## src/rtl/alu_share_arbiter_pkg.sv

```systemverilog
// alu_share_arbiter_pkg
//   Shared definitions for the two-requester shared-ALU arbiter:
//   default datapath width, 3-bit ALU op encoding and FSM state type.
package alu_share_arbiter_pkg;

  localparam int DATA_W_DEF = 32;

  localparam logic [2:0] OP_AND  = 3'b000;
  localparam logic [2:0] OP_OR   = 3'b001;
  localparam logic [2:0] OP_XOR  = 3'b010;
  localparam logic [2:0] OP_NOR  = 3'b011;
  localparam logic [2:0] OP_ADD  = 3'b100;
  localparam logic [2:0] OP_SUB  = 3'b101;
  localparam logic [2:0] OP_SLT  = 3'b110;
  localparam logic [2:0] OP_SLTU = 3'b111;

  typedef enum logic [1:0] {
    ST_IDLE = 2'b00,
    ST_EXEC = 2'b01,
    ST_RESP = 2'b10
  } state_t;

  // Widen a single compare bit to a full-width 0/1 result.
  function automatic logic [DATA_W_DEF-1:0] flag_to_word(input logic flag);
    return {{(DATA_W_DEF-1){1'b0}}, flag};
  endfunction

endpackage

```

## src/rtl/alu_share_arbiter_alu_core.sv

```systemverilog
// alu_core and its bitwise gate-level units
//   alu_core: purely combinational ALU shared by both requesters.
//   Ports:
//     op     [2:0]         operation select (see package encoding)
//     a, b   [DATA_W-1:0]  operands
//     result [DATA_W-1:0]  ALU result (ADD/SUB wrap, SLT/SLTU give 0 or 1)
//     zero                 result == 0
//   bw_and/bw_or/bw_xor/bw_nor: per-bit primitive gate arrays.

module bw_and #(
  parameter int W = 32
) (
  input  logic [W-1:0] a,
  input  logic [W-1:0] b,
  output logic [W-1:0] y
);
  for (genvar i = 0; i < W; i++) begin : g_bit
    and u_gate (y[i], a[i], b[i]);
  end
endmodule

module bw_or #(
  parameter int W = 32
) (
  input  logic [W-1:0] a,
  input  logic [W-1:0] b,
  output logic [W-1:0] y
);
  for (genvar i = 0; i < W; i++) begin : g_bit
    or u_gate (y[i], a[i], b[i]);
  end
endmodule

module bw_xor #(
  parameter int W = 32
) (
  input  logic [W-1:0] a,
  input  logic [W-1:0] b,
  output logic [W-1:0] y
);
  for (genvar i = 0; i < W; i++) begin : g_bit
    xor u_gate (y[i], a[i], b[i]);
  end
endmodule

module bw_nor #(
  parameter int W = 32
) (
  input  logic [W-1:0] a,
  input  logic [W-1:0] b,
  output logic [W-1:0] y
);
  for (genvar i = 0; i < W; i++) begin : g_bit
    nor u_gate (y[i], a[i], b[i]);
  end
endmodule

module alu_core
  import alu_share_arbiter_pkg::*;
#(
  parameter int DATA_W = DATA_W_DEF
) (
  input  logic [2:0]        op,
  input  logic [DATA_W-1:0] a,
  input  logic [DATA_W-1:0] b,
  output logic [DATA_W-1:0] result,
  output logic              zero
);

  logic [DATA_W-1:0] w_and;
  logic [DATA_W-1:0] w_or;
  logic [DATA_W-1:0] w_xor;
  logic [DATA_W-1:0] w_nor;
  logic [DATA_W-1:0] w_sum;
  logic [DATA_W-1:0] w_diff;
  logic              w_lt_s;
  logic              w_lt_u;

  bw_and #(.W(DATA_W)) u_and (.a(a), .b(b), .y(w_and));
  bw_or  #(.W(DATA_W)) u_or  (.a(a), .b(b), .y(w_or));
  bw_xor #(.W(DATA_W)) u_xor (.a(a), .b(b), .y(w_xor));
  bw_nor #(.W(DATA_W)) u_nor (.a(a), .b(b), .y(w_nor));

  // Sum/difference truncate to DATA_W, giving modulo-2^DATA_W wrap.
  assign w_sum  = a + b;
  assign w_diff = a - b;
  assign w_lt_s = $signed(a) < $signed(b);
  assign w_lt_u = a < b;

  always_comb begin
    result = '0;
    case (op)
      OP_AND:  result = w_and;
      OP_OR:   result = w_or;
      OP_XOR:  result = w_xor;
      OP_NOR:  result = w_nor;
      OP_ADD:  result = w_sum;
      OP_SUB:  result = w_diff;
      OP_SLT:  result = {{(DATA_W-1){1'b0}}, w_lt_s};
      OP_SLTU: result = {{(DATA_W-1){1'b0}}, w_lt_u};
      default: result = '0;
    endcase
  end

  assign zero = (result == '0);

endmodule

```

## src/rtl/alu_share_arbiter.sv

```systemverilog
// alu_share_arbiter
//   Two requesters share one combinational ALU. A round-robin grant is
//   issued in IDLE, the winner's operands are latched, evaluated in EXEC,
//   and the result is held in RESP until the consumer takes it.
//   Ports:
//     clk, reset                 clock, synchronous active-high reset
//     reqN_valid/ready           request handshake (N = 0, 1)
//     reqN_op [2:0]              ALU operation
//     reqN_a, reqN_b             operands, DATA_W bits
//     resp_valid/ready           response handshake
//     resp_id                    owning requester of the response
//     resp_result, resp_zero     ALU result and its zero flag
//
//   state   | meaning
//   --------+-----------------------------------------------------------
//   IDLE    | free; grants one valid requester and latches its operands
//   EXEC    | ALU evaluates latched operands; response registers load
//   RESP    | resp_valid high, response held until resp_ready
module alu_share_arbiter
  import alu_share_arbiter_pkg::*;
#(
  parameter int DATA_W = DATA_W_DEF
) (
  input  logic              clk,
  input  logic              reset,
  input  logic              req0_valid,
  output logic              req0_ready,
  input  logic [2:0]        req0_op,
  input  logic [DATA_W-1:0] req0_a,
  input  logic [DATA_W-1:0] req0_b,
  input  logic              req1_valid,
  output logic              req1_ready,
  input  logic [2:0]        req1_op,
  input  logic [DATA_W-1:0] req1_a,
  input  logic [DATA_W-1:0] req1_b,
  output logic              resp_valid,
  input  logic              resp_ready,
  output logic              resp_id,
  output logic [DATA_W-1:0] resp_result,
  output logic              resp_zero
);

  state_t            r_state;
  logic              r_last_grant;
  logic [2:0]        r_op;
  logic [DATA_W-1:0] r_a;
  logic [DATA_W-1:0] r_b;
  logic              r_id;
  logic              r_resp_valid;
  logic              r_resp_id;
  logic [DATA_W-1:0] r_resp_result;
  logic              r_resp_zero;

  logic              w_idle;
  logic              w_gnt0;
  logic              w_gnt1;
  logic [DATA_W-1:0] w_alu_result;
  logic              w_alu_zero;

  // The grant must appear in the same cycle as valid, so ready is decoded
  // from the registered state. Reset masks it so nothing is accepted on a
  // reset cycle.
  assign w_idle = (r_state == ST_IDLE) && !reset;

  // Contention goes to the requester that did not win last time; a sole
  // requester wins whatever last_grant says.
  assign w_gnt0 = w_idle && req0_valid && (!req1_valid || r_last_grant);
  assign w_gnt1 = w_idle && req1_valid && (!req0_valid || !r_last_grant);

  assign req0_ready = w_gnt0;
  assign req1_ready = w_gnt1;

  alu_core #(.DATA_W(DATA_W)) u_alu (
    .op     (r_op),
    .a      (r_a),
    .b      (r_b),
    .result (w_alu_result),
    .zero   (w_alu_zero)
  );

  always_ff @(posedge clk) begin
    if (reset) begin
      r_state       <= ST_IDLE;
      r_last_grant  <= 1'b1;
      r_op          <= OP_AND;
      r_a           <= '0;
      r_b           <= '0;
      r_id          <= 1'b0;
      r_resp_valid  <= 1'b0;
      r_resp_id     <= 1'b0;
      r_resp_result <= '0;
      r_resp_zero   <= 1'b0;
    end else begin
      case (r_state)
        ST_IDLE: begin
          if (w_gnt0 || w_gnt1) begin
            r_op         <= w_gnt1 ? req1_op : req0_op;
            r_a          <= w_gnt1 ? req1_a  : req0_a;
            r_b          <= w_gnt1 ? req1_b  : req0_b;
            r_id         <= w_gnt1;
            r_last_grant <= w_gnt1;
            r_state      <= ST_EXEC;
          end
        end
        ST_EXEC: begin
          r_resp_result <= w_alu_result;
          r_resp_zero   <= w_alu_zero;
          r_resp_id     <= r_id;
          r_resp_valid  <= 1'b1;
          r_state       <= ST_RESP;
        end
        ST_RESP: begin
          // Response registers are left untouched here so they stay stable
          // for the whole time resp_ready is low.
          if (resp_ready) begin
            r_resp_valid <= 1'b0;
            r_state      <= ST_IDLE;
          end
        end
        default: begin
          r_resp_valid <= 1'b0;
          r_state      <= ST_IDLE;
        end
      endcase
    end
  end

  // Outputs read as zero for the whole reset cycle, not only after the edge.
  assign resp_valid  = r_resp_valid && !reset;
  assign resp_id     = r_resp_id && !reset;
  assign resp_result = reset ? '0 : r_resp_result;
  assign resp_zero   = r_resp_zero && !reset;

endmodule

```

## config.mk

```make
export PLATFORM = sky130hd
export DESIGN_NAME = alu_share_arbiter
export DESIGN_NICKNAME = d
export VERILOG_FILES = /design/src/rtl/alu_share_arbiter_pkg.sv /design/src/rtl/alu_share_arbiter_alu_core.sv /design/src/rtl/alu_share_arbiter.sv
export SDC_FILE = /design/constraint.sdc
export NUM_CORES = 1
export LEC_CHECK = 0
export CAP_MARGIN = 20
export CORE_MARGIN = 2
export CORE_UTILIZATION = 50
export CTS_CLUSTER_DIAMETER = 50
export DETAILED_ROUTE_END_ITERATION = 7
export HOLD_SLACK_MARGIN = 0.1
export PLACE_DENSITY_LB_ADDON = 0.25
export SLEW_MARGIN = 20
export SYNTH_ARGS = -nofsm -noshare
export SYNTH_HDL_FRONTEND = slang
export SYNTH_SLANG_ARGS = --single-unit
export TNS_END_PERCENT = 30
```

## constraint.sdc

```tcl
create_clock -name clk -period 7.32 [get_ports clk]
set_clock_uncertainty 0.15 [all_clocks]
set_input_delay 0.732 -clock clk [delete_from_list [all_inputs] [get_ports clk]]
set_output_delay 0.732 -clock clk [all_outputs]
set_load 0.01 [all_outputs]
```

==> impl_metrics.tcl, run 1 <==
set metrics [dict create \
    die_x_um 149 \
    synth_edf_count 0 \
    wl_met3_um 3930 \
    p_sw_share_pct 43.5 \
    synthFlopType "dfxtp_1" \
    fin_nets 1853 \
    slew_headroom_pct 42.0 \
    yosys_register_bits 106 \
    top_layer "met4" \
    num_rows 53 \
    vdd_ir_drop_max_v 0.000129 \
    status "completed" \
    dpl.hpwl_um 28000 \
    diodes 0 \
    synth_top_area_share_pct 20.1 \
    syn_area_per_cell_um2 6.92 \
    met1Wirelength_um 17400 \
    netlist_area_mm2 0.0106 \
    yosysWarnings 0 \
    p_int_mw 1.38 \
    firstDrtPassIters 6 \
    ys_top_cells_by_count "nand2_1 (223), nor2_1 (205), a21oi_1 (107)" \
    cp_data_arrival_time_ns 4.65 \
    cts_setup_buffers 0 \
    clk_pin_slew_ns 0.08 \
    vias 11700 \
    yosysMostFrequentCell "nand2_1" \
    required_ns 7.47 \
    fmax_ghz 0.222 \
    cts_buffer_depth 2 \
    cts_tree "built" \
    synth-seq-area-share_pct 20.1 \
    gp_congestion 0.974 \
    p_comb_share_pct 51.1 \
    clkPwrFrac_pct 20.5 \
    crit_path_start_kind "flip-flop" \
    grt_pass1_wl_um 59400 \
    power_mw 2.44 \
    ys_top_cells_by_area "dfxtp_1 (20%), ha_1 (11%), nand2_1 (7.9%), nor2_1 (7.3%), a311oi_1 (6.1%)" \
    fillCellCount 2053 \
    hp-class "reg2reg" \
    netSwitchingPower_mw 1.06 \
    grt_start_max_net_pins 72 \
    io_pins 176 \
    antenna_found_initial 0 \
    cts_inserted_buffers 9 \
    hold_viol_final 0 \
    p_leak_nw 4.70 \
    drive_gt1_share_pct 3.83 \
    tightest_slew_ns 0.869 \
    via_per_inst 6.17 \
    track_usage_pct 33.6 \
    final_util_pct 60.6 \
    die_h_um 149 \
    numPortBuffers 175 \
    end_kind "flip-flop" \
    hold_slack_ns 0.303 \
    finalSetupViolCount 0 \
    clk_latency_ns 0.36 \
    min_period_ns 4.50 \
    ant_nets 0 \
    die-area_mm2 0.0223 \
    syn_nets 1768 \
    rsz0062_at_grt "no" \
    grt_pass1_vias 10700 \
    cts-root-buf "clkbuf_16" \
    slew_viol_final 0 \
    start_util_pct 50.7 \
    wl_per_cell_um 19.9 \
    drt_iter0_markers 1359 \
    fin_crit_sh_pct 61.4 \
    wl_um 37700 \
    netlist-cell-type-count 78 \
    area_growth_pct 19.6 \
    synthArstFlopShare_pct 0 \
    power.density_mw_per_mm2 192 \
    synth.largest_area_cell "dfxtp_1" \
    grt.overflow.total 0 \
    holdBufCountCts 0 \
    syn_inst 1530 \
    worstSetupPathType "reg2reg" \
    tns_ns 0 \
    fp.coreArea_mm2 0.0209 \
    p_seq_share_pct 28.4 \
    met2_length_um 15500 \
    cts_sinks 106 \
    worstPathMaxFanout 18 \
    htree_levels 3 \
    drcViolationCount 0 \
    maxCapViolations 0 \
    post_cts_resized 0 \
]
[final timing paths]
path	from	end	slack, ns	cells after the start
worst min-delay path	r_resp_result[6]	r_resp_result[6]	0.30	2
worst min register to register	r_resp_result[6]	r_resp_result[6]	0.30	2
worst max register to register	r_a[17]	r_resp_zero	2.82	14
worst max-delay path	r_a[17]	r_resp_zero	2.82	14
[through the flow]
stage	instance area (um2)	instances	worst slack (ns)
2_1_floorplan	10600	1530	3.67
4_1_cts	12700	1895	2.87
3_3_place_gp	12400	1879	2.92
5_1_grt	12700	1895	2.54
6_report	12700	1895	2.82
3_5_place_dp	12400	1879	2.89
[cell type report]
class                      instances  area (um2)  area share (%)
tap                              275         344            2.72
sequential                       106        2120            16.8
timing repair buffer             192        1880            14.8
clock inverter                     6        55.1           0.435
clock buffer                      10         239            1.89
inverter                          98         368            2.91
multi-input combinational       1208        7660            60.5
[power by group through the flow]
stage	clock network (mW)	logic, mW	registers [mW]
after floorplan	0	0.849	0.682
after global placement	0	1.21	0.698
after detailed placement	0	1.21	0.703
after CTS	0.507	1.22	0.690
after global routing	0.529	1.36	0.699
final	0.500	1.25	0.691
[critical path: stages (launching register included)]
cell and delay, ns:
dfxtp_1 0.39, inv_1 0.06, ha_1 0.65, nand4_1 0.34, or3_1 0.45, a211oi_1 0.45, nor2_1 0.18, o31a_1 0.39
mux2i_1 0.16, and3_1 0.19, nand4_1 0.11, nor4_1 0.30, nand4_1 0.17, nor4b_2 0.27, a32o_1 0.18
[registers in the layout, summed over array words and instances (netlist names)]
register / flops
r_last_grant: 1
r_resp_zero: 1
r_state: 2
r_id: 1
r_a: 32
r_resp_id: 1
r_op: 3
r_resp_valid: 1
r_b: 32
r_resp_result: 32
[placed cells by master, fill, tap and decap left out, types with 6 or more instances in the layout]
cell             synthesis  layout
nand3_1                 17      15
xnor2_1                 37      37
o221a_2                  6       6
xor2_1                   8       8
o22a_1                   8       8
a211oi_1                30      30
clkbuf_16                0       9
mux2i_1                 14      14
o21ai_0                 54      54
o211ai_1                12      12
a311oi_1                74      74
a211o_1                  7       7
o221ai_1                 6       6
buf_4                    0      18
a21oi_1                107     107
inv_1                   96      96
nor3_1                  36      36
nand2b_1                11      11
ha_1                    97      97
o211a_1                  7       7
nor4_1                  13      13
nand4_1                 17      17
a21o_1                  13      13
o31ai_1                  6       6
nor2b_1                 53      52
o21bai_1                 9       9
clkdlybuf4s50_1          0     174
or3_1                    9       9
o22ai_1                 17      17
nor2_1                 205     204
nand2_1                223     223
dfxtp_1                106     105
a31oi_1                 17      17
[per-layer routing]
layer	track usage [%]	vias up
met3	5.43	63
li1	-	5595
met5	0	-
met1	50.7	5353
met4	9.86	0
met2	48.8	682
[cell families (layout without fill, tap and decap cells)]
kind of cell | count (synthesis) | after routing | share of synthesized area, %
XOR/XNOR | 45 | 45 | 3.72
multiplexers | 17 | 17 | 1.64
adder cells (fa/ha/maj) | 99 | 99 | 11.8
buffers and inverters | 216 | 306 | 7.82
AO/OA/AOI/OAI | 434 | 434 | 28.9
AND/OR/NAND/NOR | 613 | 613 | 26.0
flip-flops | 106 | 106 | 20.1
No activity file was read; power rests on OpenSTA's default activity.
==> run 2, diff against run 1 <==
Clock period 7.32 ns to 3.65 ns, I/O delays scaled along.
==> run 2 against run 1 <==
The flow now finishes with violations (setup timing). Final cell count rose by 14%. Non-clock buffer count is 258 higher. Die area is the same. Clock-buffer cell count down 1. Register-to-register slack worse by 3.1 ns. Final area increased by 18%. Global-route usage is 4.2 points higher. Largest cell class unchanged.
==> impl_metrics.tcl, run 2 (synthesis results as in run 1) <==
set metrics [dict create \
    cts-root-buf "clkbuf_16" \
    cpPeakStageDelay_ns 0.47 \
    worstSetupPathType "reg2reg" \
    drt_iter0_markers 1178 \
    start_util_pct 50.7 \
    grt_pass1_wl_um 65900 \
    area_growth_pct 40.8 \
    grt_pass1_vias 11900 \
    tightest_slew_ns 0.810 \
    hold_viol_final 0 \
    power.density_mw_per_mm2 383 \
    place_ws_ns -0.380 \
    hold_slack_ns 0.304 \
    end_kind "flip-flop" \
    required_ns 3.76 \
    status "finished, violations left" \
    cts_buffer_depth 2 \
    cp_num_cells 16 \
    clk_pin_slew_ns 0.08 \
    htree_levels 3 \
    antenna_found_initial 0 \
    diodes 0 \
    clk_latency_ns 0.37 \
    violations "setup timing" \
    instances_no_fill 2152 \
    rr_worst_depth 16 \
    worstPathMaxFanout 11 \
    wl_um 43100 \
    dp_cells 2134 \
    grt.overflow.total 0 \
    rsz0062_at_grt "yes" \
    num_rows 53 \
    die_x_um 149 \
    grt_start_max_net_pins 76 \
    finalSetupViolCount 3 \
    cts_sinks 106 \
    drive_gt1_share_pct 19.1 \
    slew_viol_final 0 \
    crit_slowest_cell "a2111oi_0" \
    cts_tree "built" \
    tns_ns -0.249 \
    firstDrtPassIters 5 \
    io_pins 176 \
    path_cells "inv_1 -> ha_1 -> buf_4 -> nor2b_1 -> nor3_1 -> o21ai_1 -> a311o_1 -> a211o_1 -> a2111oi_0 -> buf_4 -> nor4_4 -> nand4bb_1 -> nor4_2 -> nand4_1 -> nor4b_2 -> a32o_1" \
    wl_per_cell_um 20.0 \
    top_regs "r_a x32, r_b x32, r_resp_result x32" \
    via_per_inst 6.03 \
    hp-class "reg2reg" \
    slew_headroom_pct 45.8 \
    p_leak_nw 6.02 \
    cts_inserted_buffers 9 \
    layout_common_cells "buf_4 (271), nand2_1 (223), nor2_1 (204), clkdlybuf4s50_1 (174), a21oi_1 (104)" \
    cp_data_arrival_time_ns 4.00 \
    die_h_um 149 \
    critPathBufInv 3 \
    dpl.hpwl_um 33900 \
    min_period_ns 3.89 \
    vias 13000 \
    gp_congestion 1.05 \
    vdd_ir_drop_max_v 0.000211 \
    fin_nets 2111 \
    mostFrequentLayoutCell "buf_4" \
    maxCapViolations 0 \
    hold_depth 2 \
    fmax_ghz 0.257 \
    ant_nets 0 \
    critical-path-top-delay-family "compound AO/OA/AOI/OAI gates" \
    fin_crit_sh_pct 107 \
    fin_ws_ns -0.238 \
    cpMostUsedCell "buf_4" \
    numPortBuffers 175 \
    drcViolationCount 0 \
    die-area_mm2 0.0223 \
    power_mw 5.70 \
    fp.coreArea_mm2 0.0209 \
    track_usage_pct 37.8 \
    crit_path_start_kind "flip-flop" \
]
run 2: changes by cell type in the layout (fill, tap and decap cells not counted), sizes merged:
cell      delta
buf        +258
clkbuf       -1
clkinvlp     +2
inv          -2
run 2: worst paths after layout:
check	start	endpoint	slack (ns)
max	r_b[18]	r_resp_zero	-0.24
min	r_resp_result[13]	r_resp_result[13]	0.30
max reg2reg	r_b[18]	r_resp_zero	-0.24
min reg2reg	r_resp_result[13]	r_resp_result[13]	0.30
run 2: layer usage:
layer | global-route usage [%] | part of all wire, % | vias to the layer above
li1 | - | - | 6116
met1 | 55.8 | 45 | 6006
met2 | 53.9 | 41 | 753
met3 | 8.51 | 11 | 101
met4 | 12.7 | 3.0 | 0
met5 | 0 | 0 | -
run 2: worst register-to-register path, delay by kind of cell, from the launching register on:
family	cells	cell delay, ns
fa+ha+maj	1	0.29
flops	1	0.34
buf+inv	3	0.46
compound gates	5	1.63
simple gates	7	0.92
run 2: cell type report:
class,instances,area [um2]
clock buffer,9,225
sequential,106,2130
timing repair buffer,450,3880
tap,275,344
inverter,98,368
fill,1795,5990
multi-input combinational,1208,7910
clock inverter,6,52.6
run 2: report_power, final:
part | switching [mW] | leakage, nW | internal, mW
logic | 1.80 | 5.02 | 1.57
registers | 0.0849 | 0.871 | 1.28
clock network | 0.500 | 0.130 | 0.470
run 2: metrics by stage:
step                utilization (%)  area, um2
finish                         71.3      14900
global route                   71.3      14900
CTS                            70.6      14700
detailed placement             68.7      14300
global placement               68.7      14300
floorplan                         -      10600
run 2: what timing repair did:
| action | in CTS | in global routing |
|---|---|---|
| endpoints found under the setup margin | 4 | 7 |
| setup buffers | 2 | 1 |
| pin swaps | 7 | 11 |
| gates resized for setup | 23 | 31 |
| hold buffers | 0 | 0 |
